`src/rtl/param_universal_shift_register.sv`:
```
// param_universal_shift_register: command-driven universal shift register with multi-step bursts
module param_universal_shift_register #(
    parameter int WIDTH = 8,
    parameter int CNT_W = 4
) (
    input  logic             clk,
    input  logic             rst_n,
    input  logic             en,
    input  logic             cmd_valid,
    output logic             cmd_ready,
    input  logic [2:0]       mode,
    input  logic [CNT_W-1:0] count,
    input  logic             ser_msb,
    input  logic             ser_lsb,
    input  logic [WIDTH-1:0] d,
    output logic [WIDTH-1:0] q,
    output logic             sout_msb,
    output logic             sout_lsb,
    output logic             busy,
    output logic             done
);
    localparam logic [2:0] M_HOLD  = 3'b000;
    localparam logic [2:0] M_SHR   = 3'b001;
    localparam logic [2:0] M_SHL   = 3'b010;
    localparam logic [2:0] M_ROR   = 3'b011;
    localparam logic [2:0] M_ROL   = 3'b100;
    localparam logic [2:0] M_ASR   = 3'b101;
    localparam logic [2:0] M_LOAD  = 3'b110;
    localparam logic [2:0] M_CLEAR = 3'b111;

    typedef enum logic {IDLE, RUN} state_t;

    state_t           state;
    logic [2:0]       mode_r;
    logic [CNT_W-1:0] remaining;
    logic [WIDTH-1:0] step_q;
    logic             single;

    assign busy      = (state == RUN);
    assign cmd_ready = en && !busy;
    assign sout_msb  = q[WIDTH-1];
    assign sout_lsb  = q[0];
    assign single    = (mode == M_HOLD) || (mode == M_LOAD) || (mode == M_CLEAR);

    // serial fills are taken live on every step, not at acceptance
    always_comb begin
        step_q = q;
        case (mode_r)
            M_SHR:   step_q = {ser_msb, q[WIDTH-1:1]};
            M_SHL:   step_q = {q[WIDTH-2:0], ser_lsb};
            M_ROR:   step_q = {q[0], q[WIDTH-1:1]};
            M_ROL:   step_q = {q[WIDTH-2:0], q[WIDTH-1]};
            M_ASR:   step_q = {q[WIDTH-1], q[WIDTH-1:1]};
            default: step_q = q;
        endcase
    end

    always_ff @(posedge clk) begin
        if (!rst_n) begin
            state     <= IDLE;
            q         <= '0;
            done      <= 1'b0;
            remaining <= '0;
            mode_r    <= M_HOLD;
        end else begin
            done <= 1'b0;
            if (en) begin
                case (state)
                    IDLE: if (cmd_valid) begin
                        if (single) begin
                            q    <= (mode == M_LOAD) ? d : (mode == M_CLEAR) ? '0 : q;
                            done <= 1'b1;
                        end else if (count == '0) begin
                            done <= 1'b1;
                        end else begin
                            mode_r    <= mode;
                            remaining <= count;
                            state     <= RUN;
                        end
                    end
                    RUN: begin
                        q         <= step_q;
                        remaining <= remaining - 1'b1;
                        if (remaining == CNT_W'(1)) begin
                            state <= IDLE;
                            done  <= 1'b1;
                        end
                    end
                    default: state <= IDLE;
                endcase
            end
        end
    end
endmodule

```
`config.mk`:
```
export PLATFORM = sky130hd
export DESIGN_NAME = param_universal_shift_register
export DESIGN_NICKNAME = d
export VERILOG_FILES = /design/src/rtl/param_universal_shift_register.sv
export SDC_FILE = /design/constraint.sdc
export NUM_CORES = 1
export LEC_CHECK = 0
export ABC_AREA = 1
export CAP_MARGIN = 20
export CORE_AREA = 8 8 60 62
export CTS_CLUSTER_SIZE = 14
export DETAILED_ROUTE_END_ITERATION = 12
export DIE_AREA = 0 0 68 70
export PLACE_DENSITY = 0.86
export SETUP_SLACK_MARGIN = 0.05
export SLEW_MARGIN = 20
export SYNTH_ARGS = -nofsm -noshare
export SYNTH_HDL_FRONTEND = slang
export SYNTH_SLANG_ARGS = --single-unit
```
`constraint.sdc`:
```
create_clock -name clk -period 2.9 [get_ports clk]
set_clock_uncertainty 0.1 [all_clocks]
set_input_delay 0.58 -clock clk [delete_from_list [all_inputs] [get_ports clk]]
set_output_delay 0.58 -clock clk [all_outputs]
set_load 0.05 [all_outputs]
```
# Word-level counts from Yosys, hierarchy flattened
# Index checks and enable logic that the tools add are counted.
# totals
output_inout_bits,13
wordCells,57
register_bits,17
# classes
n_mux,20
addsub,1
n_bitwise,3
n_eq_ne,16
n_reduce_logical,11
# ops
cell,n
$pmux W8 S5,1
$mux W8,4
$pmux W8 S2,1
$eq A3 B3 Y1 const B,4
$mux W4,3
$ne A2 B2 Y1 const B,5
$reduce_and A5 Y1,2
$mux W1,8
$pmux W4 S2,1
$eq A3 B2 Y1 const B,2
$ne A6 B1 Y1 const B,1
$reduce_and A6 Y1,1
$ne A5 B1 Y1 const B,1
$eq A4 B1 Y1 const B,1
$logic_not A4 Y1,1
$pmux W1 S2,2
$reduce_and A4 Y1,1
$sub A4 B1 Y4 const B,1
$eq A3 B1 Y1 const B,1
$logic_not A3 Y1,1
$ne A3 B3 Y1 const B,1
$not A1 Y1,3
$logic_or A1 B1 Y1,2
$reduce_and A2 Y1,1
2 further kinds,2

# Logic depth before layout (Yosys ltp)
# Gate-level depths: netlist (run 1).
# logic_depth
depth_word,6
depth_mapped,11

# Worst setup path after synthesis (run 1)
# OpenSTA, ideal clock, no wires.
# synth_timing
path_type,register -> output
start,"reg state, in the netlist busy"
end,out cmd_ready
t_required_ps,2220
path_slack_ps,1177
path_buffers,1
stages_incl_launch_ff,3
arrival_time_ps,1043
path_cell_list,dfxtp_1 buf_4 nor2_4
# synth_via
elab_chain_cells,2
# synth_rtl
element,line,rtl
start: declaration,33,state_t state;
start signal: assignment,60,state <= IDLE;
start signal: assignment,78,state <= RUN;
start signal: assignment,85,state <= IDLE;
$logic_not A1 Y1,40,assign cmd_ready = en && !busy;
$logic_and A1 B1 Y1,40,
end: declaration,10,"output logic cmd_ready,"
# No other way between the ends.

# Worst setup path after layout (run 1)
# layout_timing
start,reg q[7]
end,out sout_msb
# layout_rtl
element,line,rtl
start: declaration,16,"output logic [WIDTH-1:0] q,"
start signal: assignment,71,q <= (mode == M_LOAD) ? d : (mode == M_CLEAR) ? '0 : q;
start signal: assignment,82,q <= step_q;
end: declaration,17,"output logic sout_msb,"
# No word-level cell between the ends.

==> flow_summary.ini, run 1 <==
[setup_path]
startpoint_type = flip-flop
path_buf_inv = 1
worstSetupPathType = reg2out
crit_path_max_incr_delay_ps = 850
path_cells = clkdlybuf4s50_1
cp_slowest_cell = clkdlybuf4s50_1
worstPathMaxFanout = 5
crit_path_end_kind = primary output
crit_required_ps = 2220
worst_ep_arrival_time_ps = 1600
path_delay_family = buffers and inverters

[logic_synthesis]
syn_inst = 217
synth_nets = 240
synth-edff-count = 0
synth_warnings = 0
avgSynthCellArea_um2 = 6.03
synthArstFlopShare_pct = 0
ys_ff_latch = 17
ys_types = 28
ys_seq_area_share_pct = 26.0
ys.flop_type = dfxtp_1
synth_area_um2 = 1310

[sta]
final_max_slew_viol_count = 0
period_needed_ps = 2280
tightest_slew_ps = 500
layout_setup_ws_ps = 615
finalCritPeriodShare_pct = 78.8
setup_violations = 0
grt_setup_unrepaired = false
finalHoldViolCount = 0
slew_headroom_pct = 66.6
fin_setup_tns_ps = 0
clock.fmax_ghz = 0.438

[layout]
drive_gt1_share_pct = 12.6
diodes = 0
nets = 271
postLayoutCellArea_um2 = 1650
finish.utilization_pct = 61.9
synthToLayoutAreaGrowth_pct = 26.0

[place]
place.gp.congestion = 0.853
portBuffers = 33
pre_cts_ws_ps = 739
hpwl_mm = 2.44
postPlaceCellArea_um2 = 1620

[floorplanning]
num_rows = 19
die_w_um = 68
initial_core_util_pct = 49.1
die_h_um = 70
ios = 34
coreArea_um2 = 2660
dieArea_um2 = 4760

[clock_tree]
htree_levels = 1
cts_resized = 0
clockRootBuffer = clkbuf_4
tritoncts = done
numCtsBuffers = 3
clk_latency_ps = 300
cts_hold_repair.buffers = 0
cts.clk_slew.worst_paths_ps = 120
post_cts_buffers = 0
clock_path_buffers = 2
cts_sinks = 17

[run]
maxCapViolations = 0

[global_route]
grt_pass1_wl_mm = 5.48
first_global_vias = 1281
grt_util_all_layers_pct = 13.8
overflow = 0
grt_max_degree = 19
antenna_found_initial = 0

[routing]
first_iter_violations = 82
drt-total-wl_mm = 3.25
drc = 0
antenna_left = 0
wl_per_cell_um = 11.7
dr.pass1.iters = 4
vias = 1370
viasPerCell = 4.93

[power]
p_clk_share_pct = 22.6
combPwrFrac_pct = 34.9
power.share.sequential_pct = 42.6
switchingPower_mw = 0.227
swShare_pct = 37.2
p_per_area_nw_per_um2 = 371
internal-power_mw = 0.385
ir_worst_vdd_v = 0.000220
leakage_nw = 0.761

[status]
status = complete, no violations

[hold_path]
hp-class = reg2reg
layout make-up:
class	count	area [um^2]
fill	276	1010
multi-input combinational	158	752
timing repair buffer	34	348
sequential	17	340
inverter	34	141
tap	31	38.8
clock buffer	3	22.5
clock inverter	1	5.00
metal layers:
layer  GRT usage [%]  wire length (um)  share of wire (%)  vias to the layer above
met5               0                 0                  0                        -
met4            4.10                24               0.74                        0
met3            2.39               226                6.9                        4
met2            22.5              1560                 48                       45
met1            17.6              1440                 44                      590
li1                -                 -                  -                      731
cells in the mapped netlist, types with 2 or more instances:
master	instances	share of area (%)
nor2_1	33	9.5
buf_4	3	1.7
inv_1	28	8.0
o21ai_1	2	0.77
o21ai_2	5	3.3
ha_1	2	1.9
nand2_2	8	3.8
a21oi_1	9	3.4
buf_6	2	1.7
nand2_1	62	18
nand3_1	22	8.4
o21ai_0	3	1.1
inv_2	4	1.1
dfxtp_1	17	26
nand4_1	4	1.9
final timing paths:
kind,end,cells after the start,from,slack [ps]
setup / recovery,sout_msb,1,q[7]$_SDFFE_PN0P_,620
hold / removal,mode_r[0]$_SDFFE_PN0P_,2,mode_r[0]$_SDFFE_PN0P_,440
setup reg to reg,q[4]$_SDFFE_PN0P_,8,busy$_SDFFE_PN0P_,1350
hold reg to reg,mode_r[0]$_SDFFE_PN0P_,2,mode_r[0]$_SDFFE_PN0P_,440
state kept, by name, indices dropped and copies added, names as in the netlist:
register and flops:
mode_r 3, q 8, done 1, busy 1, remaining 4
power by group through the flow:
stage          clock network, mW  registers (mW)  logic [mW]
2_1_floorplan                  0           0.287       0.130
3_3_place_gp                   0           0.266       0.209
3_5_place_dp                   0           0.266       0.211
4_1_cts                    0.139           0.261       0.213
5_1_grt                    0.148           0.263       0.235
6_report                   0.138           0.261       0.214
placed cells by master, fill, tap and decap left out, drive strengths merged:
cell / n
or2: 1
clkbuf: 3
nor2: 35
o21ai: 10
clkinv: 2
nand2: 71
nand4: 4
a211oi: 1
bufinv: 1
clkdlybuf4s50: 32
a21oi: 10
dfxtp: 17
nand3: 23
buf: 2
ha: 2
inv: 32
nor3: 1
kinds of logic (layout without fill, tap and decap cells):
logic type,count (synthesis),in the layout,share of synthesized area [%]
AO/OA/AOI/OAI,21,21,9.95
adder cells (fa/ha/maj),2,2,1.91
buffers and inverters,42,72,16.5
flip-flops,17,17,26.0
AND/OR/NAND/NOR,135,135,45.6
stage by stage:
step / total power, mW / hold slack, ps / instances
floorplan: 0.417 / 403 / 217
global placement: 0.474 / 422 / 274
detailed placement: 0.477 / 430 / 274
CTS: 0.612 / 445 / 278
global route: 0.645 / 489 / 278
finish: 0.612 / 441 / 278
Note: power is estimated with default switching activity, not from simulation.
==> run 2: changes to the inputs <==
--- a/config.mk
+++ b/config.mk
@@ -7,11 +7,11 @@
 export LEC_CHECK = 0
 export ABC_AREA = 1
 export CAP_MARGIN = 20
-export CORE_AREA = 8 8 60 62
+export CORE_AREA = 8 8 62 64
 export CTS_CLUSTER_SIZE = 14
 export DETAILED_ROUTE_END_ITERATION = 12
-export DIE_AREA = 0 0 68 70
-export PLACE_DENSITY = 0.86
+export DIE_AREA = 0 0 70 72
+export PLACE_DENSITY = 0.81
 export SETUP_SLACK_MARGIN = 0.05
 export SLEW_MARGIN = 20
 export SYNTH_ARGS = -nofsm -noshare
==> constraint.sdc (replaced) <==
create_clock -name clk -period 2.2 [get_ports clk]
set_clock_uncertainty 0.1 [all_clocks]
set_input_delay 0.44 -clock clk [delete_from_list [all_inputs] [get_ports clk]]
set_output_delay 0.44 -clock clk [all_outputs]
set_load 0.05 [all_outputs]
==> run 2 against run 1 <==
  * Non-clock buffer count up 3
  * Clock power grew 30%
  * Largest cell class unchanged
  * Highest routed layer unchanged
  * Largest power group unchanged
  * Critical path depth unchanged
  * Critical endpoint is now q[0]
  * Setup slack lost 500 ps
  * Register-to-register slack lost 680 ps
  * Combinational power rose by 33%
==> flow_summary.ini, run 2 (synthesis gave the netlist of run 1 again) <==
[sta]
finalHoldViolCount = 0
clock.fmax_ghz = 0.479
layout_setup_ws_ps = 110
setup_violations = 0
period_needed_ps = 2090
slew_headroom_pct = 66.2
final_max_slew_viol_count = 0
fin_setup_tns_ps = 0
holdWs_ps = 442
grt_setup_unrepaired = false
tightest_slew_ps = 507
finalCritPeriodShare_pct = 95.0

[setup_path]
path_delay_family = buffers and inverters
crit_path_end_kind = primary output
path_cells = clkdlybuf4s50_1
crit_required_ps = 1660
path_buf_inv = 1
worstPathMaxFanout = 5
crit_path_start = q[0]$_SDFFE_PN0P_
crit_path_max_incr_delay_ps = 830
r2r-start = busy$_SDFFE_PN0P_
cp_slowest_cell = clkdlybuf4s50_1
worstSetupPathType = reg2out
worst_ep_arrival_time_ps = 1550
startpoint_type = flip-flop

[layout]
top_register = q
fin_cells = 283
drive_gt1_share_pct = 14.0
final_common_cell = nand2_1
nets = 274
layout_common_cells = nand2_1, nor2_1, inv_1
reg.largest.list = q (8), remaining (4), mode_r (3)
synthToLayoutAreaGrowth_pct = 29.5
finish.utilization_pct = 58.3
diodes = 0
largest_reg_flops = 8

[floorplanning]
ios = 34
coreArea_um2 = 2900
die_h_um = 72
num_rows = 20
dieArea_um2 = 5040
die_w_um = 70
initial_core_util_pct = 45.0

[place]
place.gp.congestion = 0.848
hpwl_mm = 2.47
dp_cells = 279
pre_cts_ws_ps = 240
portBuffers = 33

[routing]
vias = 1362
dr.pass1.iters = 4
drc = 0
drt-total-wl_mm = 3.11
viasPerCell = 4.81
wl_per_cell_um = 11.0
first_iter_violations = 41
antenna_left = 0

[clock_tree]
clk_latency_ps = 290
clockRootBuffer = clkbuf_4
numCtsBuffers = 3
cts.clk_slew.worst_paths_ps = 110
clock_path_buffers = 2
htree_levels = 1
cts_sinks = 17
tritoncts = done

[global_route]
first_global_vias = 1216
grt_max_degree = 18
grt_pass1_wl_mm = 5.31
overflow = 0
grt_util_all_layers_pct = 12.2
antenna_found_initial = 0

[status]
status = complete, no violations

[power]
leakage_nw = 0.853
p_per_area_nw_per_um2 = 478
ir_worst_vdd_v = 0.000348

[run]
maxCapViolations = 0

[hold_path]
hp-class = reg2reg
hold_start = mode_r[0]$_SDFFE_PN0P_
run 2: cell types whose count changed in the layout (fill, tap and decap cells not counted), sizes merged:
cell           before  now
dlymetal6s2s        0    4
buf                 2    6
clkdlybuf4s50      32   27
run 2: stage by stage:
step           instance area, um^2  total power, mW
2_1_floorplan                 1310            0.550
3_3_place_gp                  1660            0.633
3_5_place_dp                  1660            0.636
4_1_cts                       1680            0.813
5_1_grt                       1690            0.866
6_report                      1690            0.810
run 2: timing repair:
action,in CTS,in global routing
buffers inserted,0,0
hold endpoints to repair,0,0
setup endpoints to repair,0,4
resized for setup,0,4
hold buffers,0,0
run 2: cell type report:
| cell class | instances | area [um^2] |
|---|---|---|
| clock buffers | 3 | 22.5 |
| multi-input cells | 158 | 752 |
| repair buffers | 37 | 390 |
| flip-flops and latches | 17 | 340 |
| fillers | 296 | 1210 |
| clock inverters | 1 | 5.00 |
| well taps | 33 | 41.3 |
| inverters | 34 | 141 |
run 2: path summary, 6_finish.rpt:
kind	end	slack (ps)	cells after the start
max	q[0]	110	1
min	mode_r[0]$_SDFFE_PN0P_	440	2
max reg2reg	q[2]$_SDFFE_PN0P_	670	7
min reg2reg	mode_r[0]$_SDFFE_PN0P_	440	2
run 2: where the power goes:
group          switching [mW]  leakage (nW)  total [mW]  internal [mW]
logic                   0.166         0.696       0.285          0.118
clock network           0.112        0.0177       0.180         0.0676
registers              0.0184         0.139       0.345          0.327
total                   0.297         0.853       0.810          0.513
run 2: layer usage:
metal  GRT usage, %  routed length (um)  up-vias  share of wire [%]
met4           4.02                  39        0                1.3
met5              0                   0        -                  0
li1               -                   -      739                  -
met3           2.46                 118        4                3.8
met2           20.0                1460       26                 47
met1           15.5                1500      593                 48
